<file path="config.mk">
export PLATFORM = sky130hd
export DESIGN_NAME = regbank_wr_arbiter
export DESIGN_NICKNAME = d
export VERILOG_FILES = /design/src/rtl/regbank_wr_arbiter.sv
export SDC_FILE = /design/constraint.sdc
export NUM_CORES = 1
export LEC_CHECK = 0
export CORE_MARGIN = 10
export CORE_UTILIZATION = 43
export CTS_BUF_LIST = sky130_fd_sc_hd__clkbuf_4 sky130_fd_sc_hd__clkbuf_8
export CTS_CLUSTER_DIAMETER = 200
export DETAILED_ROUTE_END_ITERATION = 7
export GPL_TIMING_DRIVEN = 0
export PLACE_DENSITY = 0.9
export RECOVER_POWER = 50
export SLEW_MARGIN = 0
export SYNTH_ARGS = -nofsm -noshare
export SYNTH_HDL_FRONTEND = slang
export SYNTH_SLANG_ARGS = --single-unit
</file>
<file path="constraint.sdc">
create_clock -name clk -period 5.8 [get_ports clk]
set_clock_uncertainty 0.15 [all_clocks]
set_input_delay 0.58 -clock clk [delete_from_list [all_inputs] [get_ports clk]]
set_output_delay 0.58 -clock clk [all_outputs]
set_load 0.01 [all_outputs]
</file>
<file path="src/rtl/regbank_wr_arbiter.sv">
// Purpose : round-robin arbiter sharing the register bank's general write port
//           among NREQ writeback requesters, and owner of the bank's PC update port.
// Latency : a handshake in cycle T is presented to the bank during cycle T+1
//           (registered outputs, so the bank writes at the posedge ending T+1).
// Backpressure: req_ready is one-hot and combinational; hold or rst drop every
//           ready and pc_ack. A requester aimed at PC_IDX is held off while pc_req is high.
// Ports   : clk/rst (sync, active-high), hold (freeze);
//           req_valid/req_reg/req_data/req_ready - packed per-requester write channel;
//           pc_req/pc_next/pc_ack - control-unit PC update channel;
//           wr_reg/wr_data/wr_en, pc_inc/pc_data - registered bank-side ports;
//           last_gnt - index of the most recent general-write winner.
module regbank_wr_arbiter #(
  parameter int NREQ   = 3,
  parameter int DW     = 16,
  parameter int RW     = 4,
  parameter int PC_IDX = 0
) (
  input  logic               clk,
  input  logic               rst,
  input  logic               hold,
  input  logic [NREQ-1:0]    req_valid,
  input  logic [NREQ*RW-1:0] req_reg,
  input  logic [NREQ*DW-1:0] req_data,
  output logic [NREQ-1:0]    req_ready,
  input  logic               pc_req,
  input  logic [DW-1:0]      pc_next,
  output logic               pc_ack,
  output logic [RW-1:0]      wr_reg,
  output logic [DW-1:0]      wr_data,
  output logic               wr_en,
  output logic               pc_inc,
  output logic [DW-1:0]      pc_data,
  output logic [2:0]         last_gnt
);

  // Eligibility padded to 8 bits so a 3-bit index selects it without width games.
  logic [7:0]    elig;
  logic [2:0]    winner;
  logic          found;
  logic          grant;
  logic [RW-1:0] sel_reg;
  logic [DW-1:0] sel_data;

  // A write to the PC register is deferred while a PC update is requested, so
  // the bank never sees pc_inc and a general write to PC_IDX in the same cycle.
  always_comb begin
    elig = '0;
    for (int i = 0; i < NREQ; i++) begin
      elig[i] = req_valid[i] & ~(pc_req & (req_reg[i*RW +: RW] == RW'(PC_IDX)));
    end
  end

  // Search starts just after the last winner; skipped (ineligible) requesters
  // do not move the pointer, only the actual winner does.
  always_comb begin
    logic [2:0] cand;
    found  = 1'b0;
    winner = last_gnt;
    cand   = last_gnt;
    for (int k = 0; k < NREQ; k++) begin
      cand = (cand == 3'(NREQ - 1)) ? 3'd0 : cand + 3'd1;
      if (!found && elig[cand]) begin
        found  = 1'b1;
        winner = cand;
      end
    end
  end

  assign grant  = found & ~hold & ~rst;
  assign pc_ack = pc_req & ~hold & ~rst;

  always_comb begin
    req_ready = '0;
    sel_reg   = '0;
    sel_data  = '0;
    for (int i = 0; i < NREQ; i++) begin
      if (winner == 3'(i)) begin
        req_ready[i] = grant;
        sel_reg      = req_reg[i*RW +: RW];
        sel_data     = req_data[i*DW +: DW];
      end
    end
  end

  always_ff @(posedge clk) begin
    if (rst) begin
      wr_en    <= 1'b0;
      wr_reg   <= '0;
      wr_data  <= '0;
      pc_inc   <= 1'b0;
      pc_data  <= '0;
      last_gnt <= 3'(NREQ - 1);
    end else begin
      pc_inc <= pc_ack;
      if (pc_ack) begin
        pc_data <= pc_next;
      end
      wr_en <= grant;
      if (grant) begin
        wr_reg   <= sel_reg;
        wr_data  <= sel_data;
        last_gnt <= winner;
      end
    end
  end

endmodule

</file>
* Yosys cells after proc, flatten, opt, wreduce, memory -nomap -nowiden
Index checks and enable logic that the tools add are counted.
** Word-level totals
- Register bits after elaboration :: 41
- Output and inout bits :: 45
- Word-level logic and storage cells :: 64
** Operators by class
- $add $sub $neg :: 3
- Magnitude comparators :: 3
- Equality and inequality tests :: 5
- Multiplexer cells :: 24
- Bitwise gates (word level) :: 15
- Reductions and logical operators :: 8
** Operators with widths (number)
- $mux 16 :: 3
- $mux 3 :: 6
- $eq 3x2->1 const B :: 4
- $logic_not 4->1 :: 3
- $lt 3x4->1 const B :: 3
- $mux 4 :: 3
- $and 1x1->1 :: 10
- $add 3x1->3 const B :: 3
- $bmux 1 s3 :: 3
- $mux 1 :: 9
- $not 1->1 :: 5
- $eq 3x1->1 const B :: 1
- $logic_not 3->1 :: 1
- $logic_and 1x1->1 :: 2
- $logic_not 1->1 :: 2

* Depth between registers and ports, before layout
- Depth after elaboration :: 17
- Mapped depth :: 8
- Gate-level depth less buffers :: 6

* Worst setup path after synthesis
No wires, ideal clock.
- Path kind :: input -> output
- Start :: in req_reg[5]
- End :: out req_ready[0]
- Arrival :: 2.081 ns
- Data required time :: 5.070 ns
- Slack :: 2.989 ns
- Stages on the path :: 6
- Buffers on the path :: 1
- Path through :: or3b_1 > o31a_1 > or3_1 > and2_4 > buf_6 > and3_1
** On the way
- Cells in the longest elaborated chain, start to end :: 16
- Elaborated cells between the ends (all ways) :: 24
- Classes of those cells :: mux (13); bitwise (5); reduce/logical (6)
** RTL lines
- start, declared :: RTL line 22 : input logic [NREQ*RW-1:0] req_reg,
- $logic_not 4->1 * :: RTL line 49 : elig[i] = req_valid[i] & ~(pc_req & (req_reg[i*RW +: RW] == RW'(PC_IDX)));
- $and 1x1->1 * :: RTL line 49
- $not 1->1 * :: RTL line 49
- $and 1x1->1 * :: RTL line 49
- $bmux 1 s3 :: RTL line 62 : if (!found && elig[cand]) begin
- $mux 1 (not written as such) :: RTL line 62
- $mux 1 :: RTL line 62
- $logic_not 1->1 :: RTL line 62
- $logic_and 1x1->1 :: RTL line 62
- $mux 1 :: RTL line 62
- $logic_not 1->1 :: RTL line 62
- $logic_and 1x1->1 :: RTL line 62
- $mux 1 :: RTL line 62
- $and 1x1->1 (2 in series) :: RTL line 69 : assign grant = found & ~hold & ~rst;
- $mux 1 * :: RTL line 77 : if (winner == 3'(i)) begin
- end, declared :: RTL line 24 : output logic [NREQ-1:0] req_ready,
Mark *: on every way between the ends. The rest lies on a longest branch, timed or not. The select of a mux whose other input is x is not followed.

* Worst setup path in the final report
- Start :: in pc_req
- End :: out req_ready[0]
** On the way
- Cells in the longest elaborated chain, start to end :: 15
- Elaborated cells between the ends (all ways) :: 29
- Classes of those cells :: mux (13); bitwise (11); reduce/logical (5)
** RTL lines
- start, declared :: RTL line 25 : input logic pc_req,
- $and 1x1->1 :: RTL line 49
- $not 1->1 :: RTL line 49
- $and 1x1->1 :: RTL line 49
- $bmux 1 s3 :: RTL line 62
- $mux 1 (not written as such) :: RTL line 62
- $mux 1 :: RTL line 62
- $logic_not 1->1 :: RTL line 62
- $logic_and 1x1->1 :: RTL line 62
- $mux 1 :: RTL line 62
- $logic_not 1->1 :: RTL line 62
- $logic_and 1x1->1 :: RTL line 62
- $mux 1 :: RTL line 62
- $and 1x1->1 (2 in series) :: RTL line 69
- $mux 1 * :: RTL line 77
Marks and branches as above.

==> impl_metrics.toml <==
[layout]
final_core_util_pct = 73.1
final_cell_area_mm2 = 0.00373
drive_above_1_share_pct = 10.2
diodes = 0
nets = 475
final_cells = 462
area_delta_synth_final_pct = 64.4

[power]
comb_power_share_pct = 33.8
power.density_mw_per_mm2 = 220
worst_ir_drop_vdd_v = 0.000169
pwr-share-seq_pct = 39.0
pwr-share-clk_pct = 27.2
switchingPower_mw = 0.246
switching_share_pct = 30.0
intPower_mw = 0.575
p_leak_nw = 1.41
power.total_mw = 0.822

[sta]
min_period_over_period_pct = 71.5
fin_setup_tns_ps = 0
fin_hold_ws_ps = 323
period_minus_slack_ps = 4150
slew_violations = 0
final-hold-violation-count = 0
setup_ws_ps = 1650
max_slew.worst_pin.slew_ps = 695
setup_viol_count_final = 0
rsz0062_at_grt = "no"
max_freq_ghz = 0.241
max_slew_margin_pct = 53.1

[critical_path]
critPathRequiredTime_ps = 5070
crit_path_start_kind = "input port"
path_max_fanout = 10
crit_type = "in2out"
critPathCaptureType = "output port"
arrival_ps = 3420

[clock_network]
cts.repair.resized = 0
cts_tree = "yes"
postCtsSetupRepairBufs = 0
clkLatencyLatePin_ps = 290
clk_pin_slew_ps = 70
cts_made_buffers = 5
root_buffer = "clkbuf_8"
cts_hold_buffers = 0
clock_sinks = 41
h-tree-depth = 2
clockBufferDepth = 2

[detailed_routing]
drc = 0
totalWireLength_mm = 8.87
drtAntennaViolNets = 0
dr_total_vias = 2548
drt_iter0_markers = 109
dr.pass1.iters = 4
drt-vias-per-instance = 5.52
post_drt_wl_per_cell_um = 19.2

[global_route]
grt_pass1_wl_mm = 14.0
grt_max_degree = 13
antenna_found_initial = 0
first_global_vias = 2701
overflow = 0
grt_usage_pct = 20.1

[synthesis]
avgSynthCellArea_um2 = 8.80
syn-cell-area_mm2 = 0.00227
ys_async_sr_fraction_pct = 0
synth.distinct_cells = 38
synth.yosys.seq_area_share_pct = 36.2
yosys_warnings = 0
syn_nets = 341
syn_inst = 258
ys_seq_elements = 41
synth_flop_cell = "dfxtp_1"
synth_edf_count = 0

[placement]
numPortBuffers = 127
place_ws_ps = 1680
gp_congestion = 0.900
numPlacedInstances = 455
place_hpwl_mm = 7.10
dpl_cell_area_mm2 = 0.00363

[run]
max_cap_viol_count = 0

[floorplanning]
initial_core_util_pct = 44.4
ios = 128
die_width_um = 92.7
core_mm2 = 0.00511
dieArea_mm2 = 0.00858
num_rows = 26
die_h_um = 92.7

[worst_hold_path]
min_path_type = "reg2reg"

[outcome]
status = "completed"
layout by cell type (no fill, tap or decap), types with 2 or more instances in the layout:
cell type,n
dfxtp_1,41
nand2b_1,18
buf_2,8
nor2_1,4
nand2_1,20
a22oi_1,20
o21ai_0,17
and2_1,2
clkbuf_8,5
nand3b_1,20
nand3_1,2
dlygate4sd3_1,42
o31ai_2,19
buf_6,2
o32ai_1,21
clkdlybuf4s50_1,85
or3_1,2
clkbuf_1,15
inv_1,23
nor3_1,2
critical path, cell delays in order:
cell and delay, ps:
clkdlybuf4s50_1 590, or3b_1 400, o31a_1 320, nor3_1 350, a211o_1 180, buf_2 240, and3_1 210, clkdlybuf4s50_1 550
cells in the mapped netlist, types with 2 or more instances:
library cell,instances,area [µm²]
nand2b_1,18,113
buf_6,2,22.5
nor3_1,2,10.0
nor2_1,4,15.0
inv_1,23,86.3
and2_1,3,18.8
a22oi_1,20,150
nand3_1,2,10.0
o31ai_2,19,238
o21ai_0,17,85.1
o32ai_1,21,184
or3_1,2,12.5
dfxtp_1,41,821
buf_2,8,40.0
nand2_1,20,75.1
nand3b_1,20,150
clkbuf_1,15,56.3
cell families after synthesis:
family | after synthesis | synth area share [%]
compound gates | 92 | 34.7
simple gates | 77 | 20.1
buf+inv | 48 | 9.04
flops | 41 | 36.2
metal layers:
layer	track usage (%)	wire, µm	vias to the layer above	part of all wire (%)
met5	0	0	-	0
met4	5.91	87	0	0.98
met3	5.97	712	7	8.0
li1	-	-	1226	-
met1	23.0	3560	1204	40
met2	35.2	4510	111	51
path summary, 6_finish.rpt:
check                                  from            to  slack (ps)  cells past startpoint
worst max-delay path                 pc_req  req_ready[0]        1650                      8
worst min-delay path             wr_data[3]    wr_data[3]         320                      2
worst max register to register  last_gnt[2]    wr_data[6]        3430                      7
worst min register to register   wr_data[3]    wr_data[3]         320                      2
power groups by stage:
stage                     logic [mW]  clock network, mW  registers, mW
after floorplan                0.126                  0          0.339
after global placement         0.281                  0          0.327
after detailed placement       0.287                  0          0.328
after CTS                      0.288              0.226          0.321
after global routing           0.303              0.238          0.323
final                          0.278              0.223          0.321
cell type report:
cell class,count,area [µm²]
Buffer,25,119
Clock buffer,5,68.8
Clock inverter,2,35.0
Fill cell,399,1380
Inverter,23,86.3
Multi-Input combinational cell,169,1240
Sequential cell,41,821
Tap cell,70,87.6
Timing Repair Buffer,127,1270
Note: power is estimated with default switching activity, not from simulation.
